**src/rtl/hamming_pkg.sv**
```systemverilog
// Shared constants and constant functions for the extended-Hamming SECDED codec.
// Positions are 1-based Hamming positions; position 0 holds the overall parity bit.
package hamming_pkg;

    localparam logic [1:0] ST_CLEAN   = 2'b00;
    localparam logic [1:0] ST_CORR    = 2'b01;
    localparam logic [1:0] ST_DOUBLE  = 2'b10;
    localparam logic [1:0] ST_INVALID = 2'b11;

    function automatic int calc_parity_bits(input int data_w);
        int p;
        p = 1;
        while ((1 << p) < data_w + p + 1) p++;
        return p;
    endfunction

    function automatic bit position_is_parity(input int i);
        return (i > 0) && ((i & (i - 1)) == 0);
    endfunction

    // Hamming position of data bit j: the (j+1)-th non-power-of-two position.
    function automatic int data_pos(input int j);
        int pos;
        int seen;
        pos  = 0;
        seen = 0;
        for (int i = 1; i < 128; i++) begin
            if (!position_is_parity(i)) begin
                if (seen == j && pos == 0) pos = i;
                seen++;
            end
        end
        return pos;
    endfunction

endpackage

```
**src/rtl/hamming_secded_core.sv**
```systemverilog
// Combinational SECDED datapath: encode, syndrome/parity check, single-bit
// correction, data extraction and status classification.
module hamming_secded_core
    import hamming_pkg::*;
#(
    parameter int DATA_W  = 4,
    localparam int P_W    = calc_parity_bits(DATA_W),
    localparam int CODE_W = DATA_W + P_W + 1
) (
    input  logic              i_mode,
    input  logic [CODE_W-1:0] i_word,
    output logic [DATA_W-1:0] o_data,
    output logic [CODE_W-1:0] o_code,
    output logic [P_W-1:0]    o_syndrome,
    output logic [1:0]        o_status
);

    // Positions 1..CODE_W-1 whose index has bit k set.
    function automatic logic [CODE_W-1:0] cover_mask(input int k);
        logic [CODE_W-1:0] m;
        m = '0;
        for (int i = 1; i < CODE_W; i++) m[i] = ((i >> k) & 1) != 0;
        return m;
    endfunction

    logic [CODE_W-1:0] w_placed;
    logic [CODE_W-1:0] w_enc;
    logic [CODE_W-1:0] w_corr;
    logic [P_W-1:0]    w_enc_par;
    logic [P_W-1:0]    w_syn;
    logic              w_pm;
    logic [1:0]        w_status;
    logic [DATA_W-1:0] w_ext;

    genvar gi;
    generate
        for (gi = 0; gi < P_W; gi++) begin : g_par
            localparam logic [CODE_W-1:0] COVER = cover_mask(gi);
            assign w_enc_par[gi] = ^(w_placed & COVER);
            assign w_syn[gi]     = ^(i_word & COVER);
        end
        for (gi = 0; gi < DATA_W; gi++) begin : g_data
            assign w_ext[gi] = w_corr[data_pos(gi)];
        end
    endgenerate

    always_comb begin
        w_placed = '0;
        for (int j = 0; j < DATA_W; j++) w_placed[data_pos(j)] = i_word[j];
    end

    // w_placed[0] is zero, so the overall parity is over data and Hamming parity bits only.
    always_comb begin
        w_enc = w_placed;
        for (int k = 0; k < P_W; k++) w_enc[1 << k] = w_enc_par[k];
        w_enc[0] = (^w_placed) ^ (^w_enc_par);
    end

    assign w_pm = ^i_word;

    always_comb begin
        w_corr   = i_word;
        w_status = ST_CLEAN;
        if (w_syn == '0) begin
            if (w_pm) begin
                w_status  = ST_CORR;
                w_corr[0] = ~i_word[0];
            end
        end else if (!w_pm) begin
            w_status = ST_DOUBLE;
        end else if (int'(w_syn) <= CODE_W - 1) begin
            w_status = ST_CORR;
            w_corr   = i_word ^ (CODE_W'(1) << w_syn);
        end else begin
            w_status = ST_INVALID;
        end
    end

    assign o_data     = i_mode ? w_ext    : i_word[DATA_W-1:0];
    assign o_code     = i_mode ? w_corr   : w_enc;
    assign o_syndrome = i_mode ? w_syn    : '0;
    assign o_status   = i_mode ? w_status : ST_CLEAN;

endmodule

```
**src/rtl/hamming_secded_codec.sv**
```systemverilog
// Two-stage valid/ready SECDED codec: S1 registers the request, S2 registers the
// core result. Saturating counters track corrected and uncorrectable decodes.
module hamming_secded_codec
    import hamming_pkg::*;
#(
    parameter int DATA_W  = 4,
    parameter int CNT_W   = 8,
    localparam int P_W    = calc_parity_bits(DATA_W),
    localparam int CODE_W = DATA_W + P_W + 1
) (
    input  logic              clk,
    input  logic              rst_n,
    input  logic              in_valid,
    output logic              in_ready,
    input  logic              in_mode,
    input  logic [CODE_W-1:0] in_word,
    output logic              out_valid,
    input  logic              out_ready,
    output logic              out_mode,
    output logic [DATA_W-1:0] out_data,
    output logic [CODE_W-1:0] out_code,
    output logic [P_W-1:0]    out_syndrome,
    output logic [1:0]        out_status,
    output logic [CNT_W-1:0]  corr_cnt,
    output logic [CNT_W-1:0]  uncorr_cnt,
    input  logic              cnt_clr
);

    localparam logic [CNT_W-1:0] CNT_MAX = '1;

    logic              r_s1_valid;
    logic              r_s1_mode;
    logic [CODE_W-1:0] r_s1_word;
    logic              r_s2_valid;
    logic              r_s2_mode;
    logic [DATA_W-1:0] r_s2_data;
    logic [CODE_W-1:0] r_s2_code;
    logic [P_W-1:0]    r_s2_syn;
    logic [1:0]        r_s2_status;
    logic [CNT_W-1:0]  r_corr_cnt;
    logic [CNT_W-1:0]  r_uncorr_cnt;

    logic              w_adv2;
    logic              w_dec_hs;
    logic [DATA_W-1:0] w_data;
    logic [CODE_W-1:0] w_code;
    logic [P_W-1:0]    w_syn;
    logic [1:0]        w_status;

    // in_ready depends only on pipeline state and out_ready, never on in_valid.
    assign w_adv2   = !r_s2_valid || out_ready;
    assign in_ready = !r_s1_valid || w_adv2;
    assign w_dec_hs = r_s2_valid && out_ready && r_s2_mode;

    hamming_secded_core #(
        .DATA_W (DATA_W)
    ) u_core (
        .i_mode     (r_s1_mode),
        .i_word     (r_s1_word),
        .o_data     (w_data),
        .o_code     (w_code),
        .o_syndrome (w_syn),
        .o_status   (w_status)
    );

    always_ff @(posedge clk or negedge rst_n) begin
        if (!rst_n) begin
            r_s1_valid <= 1'b0;
            r_s1_mode  <= 1'b0;
            r_s1_word  <= '0;
        end else if (in_ready) begin
            r_s1_valid <= in_valid;
            if (in_valid) begin
                r_s1_mode <= in_mode;
                r_s1_word <= in_word;
            end
        end
    end

    always_ff @(posedge clk or negedge rst_n) begin
        if (!rst_n) begin
            r_s2_valid  <= 1'b0;
            r_s2_mode   <= 1'b0;
            r_s2_data   <= '0;
            r_s2_code   <= '0;
            r_s2_syn    <= '0;
            r_s2_status <= ST_CLEAN;
        end else if (w_adv2) begin
            r_s2_valid <= r_s1_valid;
            if (r_s1_valid) begin
                r_s2_mode   <= r_s1_mode;
                r_s2_data   <= w_data;
                r_s2_code   <= w_code;
                r_s2_syn    <= w_syn;
                r_s2_status <= w_status;
            end
        end
    end

    always_ff @(posedge clk or negedge rst_n) begin
        if (!rst_n) begin
            r_corr_cnt   <= '0;
            r_uncorr_cnt <= '0;
        end else if (cnt_clr) begin
            r_corr_cnt   <= '0;
            r_uncorr_cnt <= '0;
        end else if (w_dec_hs) begin
            if (r_s2_status == ST_CORR && r_corr_cnt != CNT_MAX)
                r_corr_cnt <= r_corr_cnt + CNT_W'(1);
            if (r_s2_status[1] && r_uncorr_cnt != CNT_MAX)
                r_uncorr_cnt <= r_uncorr_cnt + CNT_W'(1);
        end
    end

    assign out_valid    = r_s2_valid;
    assign out_mode     = r_s2_mode;
    assign out_data     = r_s2_data;
    assign out_code     = r_s2_code;
    assign out_syndrome = r_s2_syn;
    assign out_status   = r_s2_status;
    assign corr_cnt     = r_corr_cnt;
    assign uncorr_cnt   = r_uncorr_cnt;

endmodule
```
**config.mk**
```make
export PLATFORM = sky130hd
export DESIGN_NAME = hamming_secded_codec
export DESIGN_NICKNAME = d
export VERILOG_FILES = /design/src/rtl/hamming_pkg.sv /design/src/rtl/hamming_secded_core.sv /design/src/rtl/hamming_secded_codec.sv
export SDC_FILE = /design/constraint.sdc
export NUM_CORES = 1
export LEC_CHECK = 0
export BUFFER_PORTS_ARGS = -buffer_cell sky130_fd_sc_hd__buf_2
export CORE_AREA = 5 5 75 77
export CTS_CLUSTER_DIAMETER = 120
export DETAILED_ROUTE_END_ITERATION = 6
export DIE_AREA = 0 0 80 82
export HOLD_SLACK_MARGIN = 0.05
export PLACE_DENSITY = 0.79
export SETUP_SLACK_MARGIN = 0.1
export SYNTH_ARGS = -nofsm -noshare
export SYNTH_HDL_FRONTEND = slang
export SYNTH_SLANG_ARGS = --single-unit
export TNS_END_PERCENT = 30
```
**constraint.sdc**
```tcl
create_clock -name clk -period 1.7 [get_ports clk]
set_clock_uncertainty 0.2 [all_clocks]
set_input_delay 0.085 -clock clk [delete_from_list [all_inputs] [get_ports clk]]
set_output_delay 0.085 -clock clk [all_outputs]
set_load 0.02 [all_outputs]
```
==> impl_metrics.env <==
export IMPL_outcome="finished, violations left"
export IMPL_violations="negative setup slack"
export IMPL_die_w_um=80
export IMPL_initial_core_util=0.470
export IMPL_cts_buffers=5
export IMPL_synth_nets=243
export IMPL_io_pins=50
export IMPL_rsz0062_at_grt="true"
export IMPL_firstDrtPassIters=4
export IMPL_holdCritPathClass="input port to async pin"
export IMPL_ctsLongestPathBuffers=2
export IMPL_coreArea_um2=4940
export IMPL_cts_htree_levels=2
export IMPL_synth_seq_cells=41
export IMPL_critPathLaunchType="flip-flop"
export IMPL_port_buffer_count=49
export IMPL_finalSetupViolCount=14
export IMPL_hold_slack_ns=0.116
export IMPL_synth_top_cell_by_area="dfrtp_1"
export IMPL_die_area_um2=6560
export IMPL_num_rows=26
export IMPL_syn_instance_count=227
export IMPL_cp_end_kind="flip-flop"
export IMPL_stdcell_count=395
export IMPL_synth_seq_area_share=0.441
export IMPL_root_buffer="clkbuf_8"
export IMPL_area_delta_synth_final_pct=45.2
export IMPL_synth_area_leaders="dfrtp_1, xnor2_1, mux2_2"
export IMPL_wirelength_um=5510
export IMPL_syn_area_per_cell_um2=10.2
export IMPL_grt_pass1_wl_um=9310
export IMPL_syn_area_um2=2320
export IMPL_vias=1997
export IMPL_track_usage=0.182
export IMPL_synth_edff_count=0
export IMPL_die_h_um=82
export IMPL_ff_latch_area_um2=1040
export IMPL_cts_tree="built"
export IMPL_yosys_warnings=0
export IMPL_synth_most_common_cell="dfrtp_1"
export IMPL_hold_viol_final=0
export IMPL_grt_pass1_vias=1966
export IMPL_fin_ws_ns=-0.178
export IMPL_grt_max_degree=27
export IMPL_async_flop_share=1.00
export IMPL_n_antenna_cell=0
export IMPL_final_antenna_net_count=0
export IMPL_drive_above_1_share=0.468
export IMPL_ys_types=39
export IMPL_period_share=1.10
export IMPL_antenna_found_initial=0
export IMPL_num_fill_cells=391
export IMPL_maxCapViolations=0
export IMPL_synth_top_area_share=0.441
export IMPL_synth_common_cells="dfrtp_1, xnor2_1, nor2_1"
export IMPL_finalWeightedCongestion=1.00
export IMPL_cts_sinks=41
export IMPL_crit_type="flip-flop to flip-flop"
export IMPL_grt_ovfl_total=0
export IMPL_ir_drop_v=0.000682
export IMPL_placedCellCount=367
export IMPL_power_per_cell_area_nw_per_um2=1140
export IMPL_slew_headroom=0.628
export IMPL_p_leak_nw=1.48
export IMPL_fmax_mhz=532
export IMPL_dp_hpwl_um=4150
export IMPL_crit_fanout=5
export IMPL_remaining_drc_errors=0
export IMPL_cts_clk_slew_worst_paths_ns=0.08
export IMPL_ys_flop_type="dfrtp_1"
export IMPL_viasPerCell=5.06
export IMPL_multiInputGateArea_um2=1420
export IMPL_arrival_ns=1.86
export IMPL_final_nets=340
export IMPL_wl_per_cell_um=14.0
export IMPL_finalMaxSlewViolations=0
export IMPL_period_needed_ns=1.88
export IMPL_insertion_delay_ns=0.29
export IMPL_tightestPinTransition_ns=0.558
export IMPL_required_ns=1.68
export IMPL_detailedRoute_firstIterationViolations=104
-- path summary, 6_finish.rpt --
check,start,endpoint,slack (ns),cells past startpoint
worst max-delay path,r_s1_word[5],out_data[0],-0.18,5
worst min-delay path,rst_n,out_code[0],0.12,2
worst max register to register,r_s1_word[5],out_data[0],-0.18,5
worst min register to register,out_syndrome[1],out_syndrome[1],0.26,2
max in group asynchronous,rst_n,r_s1_word[2],0.62,3
min in group clk,out_ready,uncorr_cnt[3],0.19,5
-- layer usage --
metal  share of wire  GRT usage  vias to the layer above
met5               0          0                        -
met2            0.51      0.306                       37
met4           0.012     0.0574                        0
met3           0.044     0.0428                        6
met1            0.43      0.233                      969
li1                -          -                      985
-- sequential cells by signal, indices dropped and copies added, names as in the netlist, 2 cells and up --
signal	cells
uncorr_cnt	8
r_s1_word	8
out_status	2
out_data	4
out_syndrome	3
out_code	4
corr_cnt	8
-- stage by stage --
stage	setup slack, ns	utilization	setup TNS [ns]	total power [mW]	area (um^2)
final	-0.178	0.683	-1.57	3.83	3380
after global routing	-0.285	0.683	-2.99	4.08	3380
after CTS	-0.176	0.669	-1.60	3.81	3310
after detailed placement	-0.285	0.609	-2.46	2.92	3010
after global placement	-0.250	0.609	-1.79	2.89	3010
after floorplan	-0.0413	-	-0.276	2.44	2520
-- what timing repair did --
item                       CTS  global route
cloned                       0             0
hold buffers                14             0
setup endpoints to repair   23            24
setup buffers                1             5
pin swaps                   15             8
resized for setup           12             4
hold endpoints to repair    68             0
-- logic make-up (layout without fill, tap and decap cells) --
family / after synthesis / count (layout) / share of synthesized area
flops: 41 / 41 / 0.441
fa+ha+maj: 2 / 2 / 0.0108
simple gates: 87 / 87 / 0.191
buf+inv: 17 / 115 / 0.0463
xor+xnor: 37 / 37 / 0.162
mux: 13 / 13 / 0.0608
compound gates: 30 / 30 / 0.0883
-- cell type report --
class / instances / share of cell area
well taps: 70 / 0.0259
clock buffers: 7 / 0.0256
multi-input cells: 169 / 0.419
repair buffers: 106 / 0.210
inverters: 1 / 0.00111
clock inverters: 1 / 0.00890
flip-flops and latches: 41 / 0.309
-- placed cells by master (no fill, tap or decap), drive strengths merged, types with 2 or more instances in the layout --
master / netlist / routed
a22oi: 3 / 3
nor2: 21 / 21
a21oi: 6 / 6
nand3b: 5 / 5
nor3: 3 / 3
a211oi: 8 / 8
dfrtp: 41 / 41
nand2: 18 / 18
nand2b: 3 / 3
and4: 2 / 2
nand3: 19 / 19
nand4: 4 / 4
o21ai: 7 / 7
nor3b: 4 / 4
dlygate4sd3: 0 / 14
buf: 12 / 92
mux2i: 4 / 4
clkbuf: 4 / 7
ha: 2 / 2
xnor2: 27 / 27
nand4b: 3 / 3
or3: 2 / 2
xor2: 10 / 10
mux2: 9 / 9
-- critical path: stages (launching register included) --
cell and delay (ns):
dfrtp_2 0.50, xnor2_4 0.31, xor2_4 0.14, a211oi_2 0.27
mux2i_1 0.12, a211o_1 0.23
-- power breakdown --
| part | switching (mW) | internal (mW) |
|---|---|---|
| sequential | 0.203 | 1.15 |
| clock | 0.323 | 0.479 |
| combinational | 0.867 | 0.812 |
| total | 1.39 | 2.44 |
Note: power is estimated with default switching activity, not from simulation.
